File: config.mk
export PLATFORM = sky130hd
export DESIGN_NAME = mem_lsu
export DESIGN_NICKNAME = d
export VERILOG_FILES = /design/src/rtl/mem_lsu.sv
export SDC_FILE = /design/constraint.sdc
export NUM_CORES = 1
export LEC_CHECK = 0
export ABC_AREA = 0
export BUFFER_PORTS_ARGS = -buffer_cell sky130_fd_sc_hd__buf_2
export CORE_MARGIN = 1
export CORE_UTILIZATION = 50
export CTS_BUF_LIST = sky130_fd_sc_hd__clkbuf_16
export DETAILED_ROUTE_END_ITERATION = 16
export GPL_TIMING_DRIVEN = 0
export PLACE_DENSITY = 0.72
export SLEW_MARGIN = 10
export SYNTH_ARGS = -nofsm -noshare
export SYNTH_HDL_FRONTEND = slang
export SYNTH_SLANG_ARGS = --single-unit
File: constraint.sdc
create_clock -name clk -period 4.61 [get_ports clk]
set_clock_uncertainty 0.2 [all_clocks]
set_input_delay 0.2305 -clock clk [delete_from_list [all_inputs] [get_ports clk]]
set_output_delay 0.2305 -clock clk [all_outputs]
set_load 0.02 [all_outputs]
File: src/rtl/mem_lsu.sv
// Load/store initiator: converts byte/half/word requests into word-addressed
// memory beats, splitting word-crossing accesses and merging/extending loads.
module mem_lsu #(
  parameter int ADDR_WIDTH = 32,
  parameter int DATA_WIDTH = 32
) (
  input  logic                  clk,
  input  logic                  rst_n,
  input  logic                  req_valid,
  output logic                  req_ready,
  input  logic                  req_we,
  input  logic [1:0]            req_size,
  input  logic                  req_unsigned,
  input  logic [ADDR_WIDTH-1:0] req_addr,
  input  logic [DATA_WIDTH-1:0] req_wdata,
  output logic                  resp_valid,
  output logic [DATA_WIDTH-1:0] resp_rdata,
  output logic [ADDR_WIDTH-1:0] mem_raddr,
  output logic                  mem_ren,
  input  logic [DATA_WIDTH-1:0] mem_rdata,
  output logic [ADDR_WIDTH-1:0] mem_waddr,
  output logic [DATA_WIDTH-1:0] mem_wdata,
  output logic [3:0]            mem_wmask,
  output logic                  mem_wen
);
  localparam int WAW = ADDR_WIDTH - 2;
  localparam logic [WAW-1:0] WORD_ONE = {{(WAW-1){1'b0}}, 1'b1};

  typedef enum logic [1:0] {IDLE, BEAT0, BEAT1, WAIT} state_t;

  function automatic logic [2:0] size_bytes(input logic [1:0] size);
    case (size)
      2'b00:   size_bytes = 3'd1;
      2'b01:   size_bytes = 3'd2;
      default: size_bytes = 3'd4;
    endcase
  endfunction

  function automatic logic [3:0] lane_mask(input logic [2:0] nbytes);
    case (nbytes)
      3'd1:    lane_mask = 4'b0001;
      3'd2:    lane_mask = 4'b0011;
      default: lane_mask = 4'b1111;
    endcase
  endfunction

  function automatic logic [31:0] extend(input logic [31:0] x, input logic [1:0] size,
                                         input logic uns);
    case (size)
      2'b00:   extend = uns ? {24'h000000, x[7:0]} : {{24{x[7]}}, x[7:0]};
      2'b01:   extend = uns ? {16'h0000, x[15:0]} : {{16{x[15]}}, x[15:0]};
      default: extend = x;
    endcase
  endfunction

  state_t                  state_r;
  logic                    req_ready_r;
  logic                    resp_valid_r;
  logic [DATA_WIDTH-1:0]   resp_rdata_r;
  logic                    we_r;
  logic                    uns_r;
  logic                    split_r;
  logic [1:0]              size_r;
  logic [1:0]              off_r;
  logic [WAW-1:0]          word_r;
  logic [DATA_WIDTH-1:0]   wdata_r;
  logic [DATA_WIDTH-1:0]   buf0_r;
  logic [ADDR_WIDTH-1:0]   mem_raddr_r;
  logic [ADDR_WIDTH-1:0]   mem_waddr_r;
  logic [DATA_WIDTH-1:0]   mem_wdata_r;
  logic [3:0]              mem_wmask_r;
  logic                    mem_ren_r;
  logic                    mem_wen_r;

  logic [2:0]              req_n_s;
  logic                    req_split_s;
  logic [3:0]              req_mask0_s;
  logic [DATA_WIDTH-1:0]   req_wdata0_s;
  logic [3:0]              lat_mask1_s;
  logic [DATA_WIDTH-1:0]   lat_wdata1_s;
  logic [DATA_WIDTH-1:0]   merge_lo_s;
  logic [DATA_WIDTH-1:0]   merge_hi_s;
  logic [DATA_WIDTH-1:0]   merged_s;
  logic [DATA_WIDTH-1:0]   load_data_s;

  // Beat-0 lanes and data straight from the incoming request
  always_comb begin
    req_n_s      = size_bytes(req_size);
    req_split_s  = (({1'b0, req_addr[1:0]} + req_n_s) > 3'd4);
    req_mask0_s  = lane_mask(req_n_s) << req_addr[1:0];
    req_wdata0_s = req_wdata << {req_addr[1:0], 3'b000};
  end

  // Beat-1 lanes/data and the merged, extended load result from latched state
  always_comb begin
    lat_mask1_s  = lane_mask(size_bytes(size_r)) >> (3'd4 - {1'b0, off_r});
    lat_wdata1_s = wdata_r >> (6'd32 - {1'b0, off_r, 3'b000});
    if (split_r) begin
      merge_lo_s = buf0_r;
      merge_hi_s = mem_rdata;
    end else begin
      merge_lo_s = mem_rdata;
      merge_hi_s = 32'h0000_0000;
    end
    merged_s    = 32'({merge_hi_s, merge_lo_s} >> {off_r, 3'b000});
    load_data_s = extend(merged_s, size_r, uns_r);
  end

  // Request FSM; every memory-side output is registered for the following beat
  always_ff @(posedge clk) begin
    if (!rst_n) begin
      state_r      <= IDLE;
      req_ready_r  <= 1'b1;
      resp_valid_r <= 1'b0;
      resp_rdata_r <= 32'h0000_0000;
      we_r         <= 1'b0;
      uns_r        <= 1'b0;
      split_r      <= 1'b0;
      size_r       <= 2'b00;
      off_r        <= 2'b00;
      word_r       <= '0;
      wdata_r      <= 32'h0000_0000;
      buf0_r       <= 32'h0000_0000;
      mem_raddr_r  <= '0;
      mem_waddr_r  <= '0;
      mem_wdata_r  <= 32'h0000_0000;
      mem_wmask_r  <= 4'b0000;
      mem_ren_r    <= 1'b0;
      mem_wen_r    <= 1'b0;
    end else begin
      resp_valid_r <= 1'b0;
      mem_raddr_r  <= '0;
      mem_waddr_r  <= '0;
      mem_wdata_r  <= 32'h0000_0000;
      mem_wmask_r  <= 4'b0000;
      mem_ren_r    <= 1'b0;
      mem_wen_r    <= 1'b0;
      case (state_r)
        IDLE: begin
          if (req_valid) begin
            state_r     <= BEAT0;
            req_ready_r <= 1'b0;
            we_r        <= req_we;
            uns_r       <= req_unsigned;
            size_r      <= req_size;
            off_r       <= req_addr[1:0];
            word_r      <= req_addr[ADDR_WIDTH-1:2];
            wdata_r     <= req_wdata;
            split_r     <= req_split_s;
            if (req_we) begin
              mem_wen_r   <= 1'b1;
              mem_waddr_r <= {2'b00, req_addr[ADDR_WIDTH-1:2]};
              mem_wmask_r <= req_mask0_s;
              mem_wdata_r <= req_wdata0_s;
            end else begin
              mem_ren_r   <= 1'b1;
              mem_raddr_r <= {2'b00, req_addr[ADDR_WIDTH-1:2]};
            end
          end else begin
            req_ready_r <= 1'b1;
          end
        end
        BEAT0: begin
          if (split_r) begin
            state_r <= BEAT1;
            if (we_r) begin
              mem_wen_r   <= 1'b1;
              mem_waddr_r <= {2'b00, word_r + WORD_ONE};
              mem_wmask_r <= lat_mask1_s;
              mem_wdata_r <= lat_wdata1_s;
            end else begin
              mem_ren_r   <= 1'b1;
              mem_raddr_r <= {2'b00, word_r + WORD_ONE};
            end
          end else if (we_r) begin
            state_r      <= IDLE;
            req_ready_r  <= 1'b1;
            resp_valid_r <= 1'b1;
          end else begin
            state_r <= WAIT;
          end
        end
        BEAT1: begin
          if (we_r) begin
            state_r      <= IDLE;
            req_ready_r  <= 1'b1;
            resp_valid_r <= 1'b1;
          end else begin
            buf0_r  <= mem_rdata;
            state_r <= WAIT;
          end
        end
        WAIT: begin
          resp_rdata_r <= load_data_s;
          resp_valid_r <= 1'b1;
          req_ready_r  <= 1'b1;
          state_r      <= IDLE;
        end
        default: begin
          state_r     <= IDLE;
          req_ready_r <= 1'b1;
        end
      endcase
    end
  end

  // Enables are qualified by reset so a beat in flight when reset arrives never commits
  assign mem_ren    = mem_ren_r & rst_n;
  assign mem_wen    = mem_wen_r & rst_n;
  assign mem_wmask  = mem_wmask_r & {4{rst_n}};
  assign mem_raddr  = mem_raddr_r;
  assign mem_waddr  = mem_waddr_r;
  assign mem_wdata  = mem_wdata_r;
  assign req_ready  = req_ready_r;
  assign resp_valid = resp_valid_r;
  assign resp_rdata = resp_rdata_r;

endmodule

==> results.yml <==
status:
  status: "finished clean"
global_route:
  met2_usage: 0.539
  grt_first_pass_wirelength_um: 56200
  grt_overflow_total: 0
  top_usage_layer: "met2"
  grt_pass1_vias: 10538
  grt_max_degree: 15
  use_met3: 0.0561
  grt_use_met1: 0.402
  track_usage: 0.324
  antenna_found_initial: 0
clock_tree:
  cts_tree: "yes"
  cts_buffers: 25
  cts_setup_buffers: 0
  clock_path_buffers: 3
  ctsResizeCount: 0
  clkSinkCount: 235
  cts_max_level: 1
  insertion_delay_ns: 0.52
  clk_pin_slew_ns: 0.06
  clockRootBuffer: "clkbuf_16"
setup_path:
  crit_arrival_ns: 4.12
  worstPathRequired_ns: 4.86
  rr_startpoint: "off_r[0]"
  cp-end-kind: "flop"
  rrSetupSlack_ns: 0.75
  critPathKind: "reg2reg"
  worstPathMaxFanout: 10
  r2r_end: "mem_wdata[16]"
  worst_r2r_path_depth: 11
  start_kind: "flop"
timing:
  tns_ns: 0
  rsz0062_at_grt: "no"
  tightest_slew_ns: 1.25
  hold_ws_ns: 0.0317
  min_period_ns: 3.86
  post-route-period-util: 0.838
  slew_violations: 0
  max_freq_ghz: 0.259
  hold_viol: 0
  setup-violations-final: 0
  relSlewSlack: 0.163
yosys:
  syn_avg_cell_area_sq_um: 8.23
  ys_ff_latch: 235
  yosysSeqAreaShare: 0.430
  synth_ff_type: "dfxtp_1"
  yosysWarnings: 0
  synth-edff-count: 0
  synth_cell_types: 58
  async_reset_ff_frac: 0
  synthCells: 1328
  syn_area_sq_um: 10900
finish:
  post-route-util: 0.674
  n_antenna_cell: 0
  nNetsFinal: 1804
  area_delta_synth_final_pct: 30.9
  final_cell_mix: "330 x nand2_1, 245 x buf_2, 235 x dfxtp_1"
  layoutNonFillerInstCount: 1982
  drive_gt1_frac: 0.209
  final_common_cell: "nand2_1"
power_and_ir_drop:
  power_mw: 7.01
  peakVddDrop_uv: 277
  power.leakage_nw: 5.92
  power_density_nw_per_um2: 490
floorplanning:
  die_h_um: 150
  die_w_um: 150
  rows: 53
  start_util: 0.515
  pin_count: 239
  die_area_sq_um: 22500
  coreArea_sq_um: 21200
routing:
  vias: 11308
  wl_um: 37500
  drc_errors: 0
  wl_per_cell_um: 18.9
  via_per_inst: 5.71
  antenna_left: 0
  drtIter0Drc: 816
  firstDrtPassIters: 5
placed_design:
  place_congestion: 0.952
  dp_cells: 1839
  portBuffers: 233
  hpwl_um: 25900
worst_hold_path:
  hold_path_class: "in2reg"
  min-delay-start: "rst_n"
  hold_path_end: "resp_rdata[31]"
  whs_path_depth: 3
flow_run:
  maxCapViolations: 0
cells in the mapped netlist, types with 10 or more instances:
| master | n | area (sq um) |
|---|---|---|
| nand2_1 | 330 | 1240 |
| dfxtp_1 | 235 | 4700 |
| a21oi_1 | 123 | 616 |
| o21ai_0 | 106 | 531 |
| nor2_1 | 89 | 334 |
| clkbuf_1 | 71 | 267 |
| mux2i_1 | 60 | 601 |
| a22oi_1 | 52 | 390 |
| nand3_1 | 28 | 140 |
| mux2_2 | 24 | 270 |
| xor2_1 | 19 | 166 |
| mux4_2 | 15 | 338 |
| inv_1 | 14 | 52.6 |
| buf_2 | 12 | 60.1 |
| nand4_1 | 12 | 75.1 |
| and3_1 | 10 | 62.6 |
| buf_4 | 10 | 75.1 |
| ha_1 | 10 | 125 |
critical path: stages, from the launching register on:
cell and delay [ns]:
dfxtp_1 0.32, buf_6 0.14, buf_6 0.20, buf_6 0.20
buf_4 0.26, clkinv_1 0.35, ha_1 0.43, buf_2 0.25
buf_2 0.28, nor3_2 0.78, a22oi_1 0.24, nor2_1 0.13
logic make-up after synthesis:
logic type | after synthesis | share of synthesized area
other | 1 | 0.000343
XOR/XNOR | 28 | 0.0224
AND/OR/NAND/NOR | 508 | 0.193
multiplexers | 99 | 0.111
adder cells (fa/ha/maj) | 11 | 0.0133
buffers and inverters | 117 | 0.0490
AO/OA/AOI/OAI | 329 | 0.181
flip-flops | 235 | 0.430
stage by stage:
| stage | worst slack (ns) | instance area [sq um] |
|---|---|---|
| 3_3_place_gp | 0.842 | 12500 |
| 2_1_floorplan | 1.73 | 10900 |
| 5_1_grt | 0.675 | 14300 |
| 6_report | 0.745 | 14300 |
| 4_1_cts | 0.857 | 14300 |
| 3_5_place_dp | 0.875 | 12500 |
routing by layer:
metal,share of wire,vias to the layer above
met5,0,-
met4,0.043,0
met2,0.47,645
li1,-,5294
met1,0.40,5244
met3,0.094,125
how the worst max path moves through the flow:
stage	cells past startpoint	to	start	slack, ns
after floorplan	12	mem_wdata[6]	off_r[0]	1.73
after global placement	11	mem_wdata[16]	off_r[0]	0.84
after detailed placement	11	mem_wdata[16]	off_r[0]	0.88
after CTS	11	mem_wdata[16]	off_r[0]	0.86
after global routing	11	mem_wdata[16]	off_r[0]	0.67
final	11	mem_wdata[16]	off_r[0]	0.75
state kept, by name, indices dropped and copies added, names as in the netlist, 2 cells and up:
name	cells
mem_raddr	30
wdata_r	32
mem_wdata	32
size_r	2
state_r	2
mem_wmask_r	4
word_r	30
mem_waddr	30
off_r	2
resp_rdata	32
buf0_r	32
repair_timing:
item	in CTS	in global routing
hold buffers	99	0
endpoints found under the setup margin	0	0
endpoints found under the hold margin	183	0
final cells by class:
cell class,count,area [sq um]
well taps,275,344
inverters,16,60.1
flip-flops and latches,235,4700
fillers,1770,6910
clock buffers,25,626
repair buffers,332,2160
multi-input cells,979,5710
clock inverters,19,236
plain buffers,101,475
report_power, final:
group	internal, mW	switching [mW]
sequential	2.33	0.209
clock	1.31	0.837
combinational	0.792	1.52
Power figures use the tool's default switching activity.
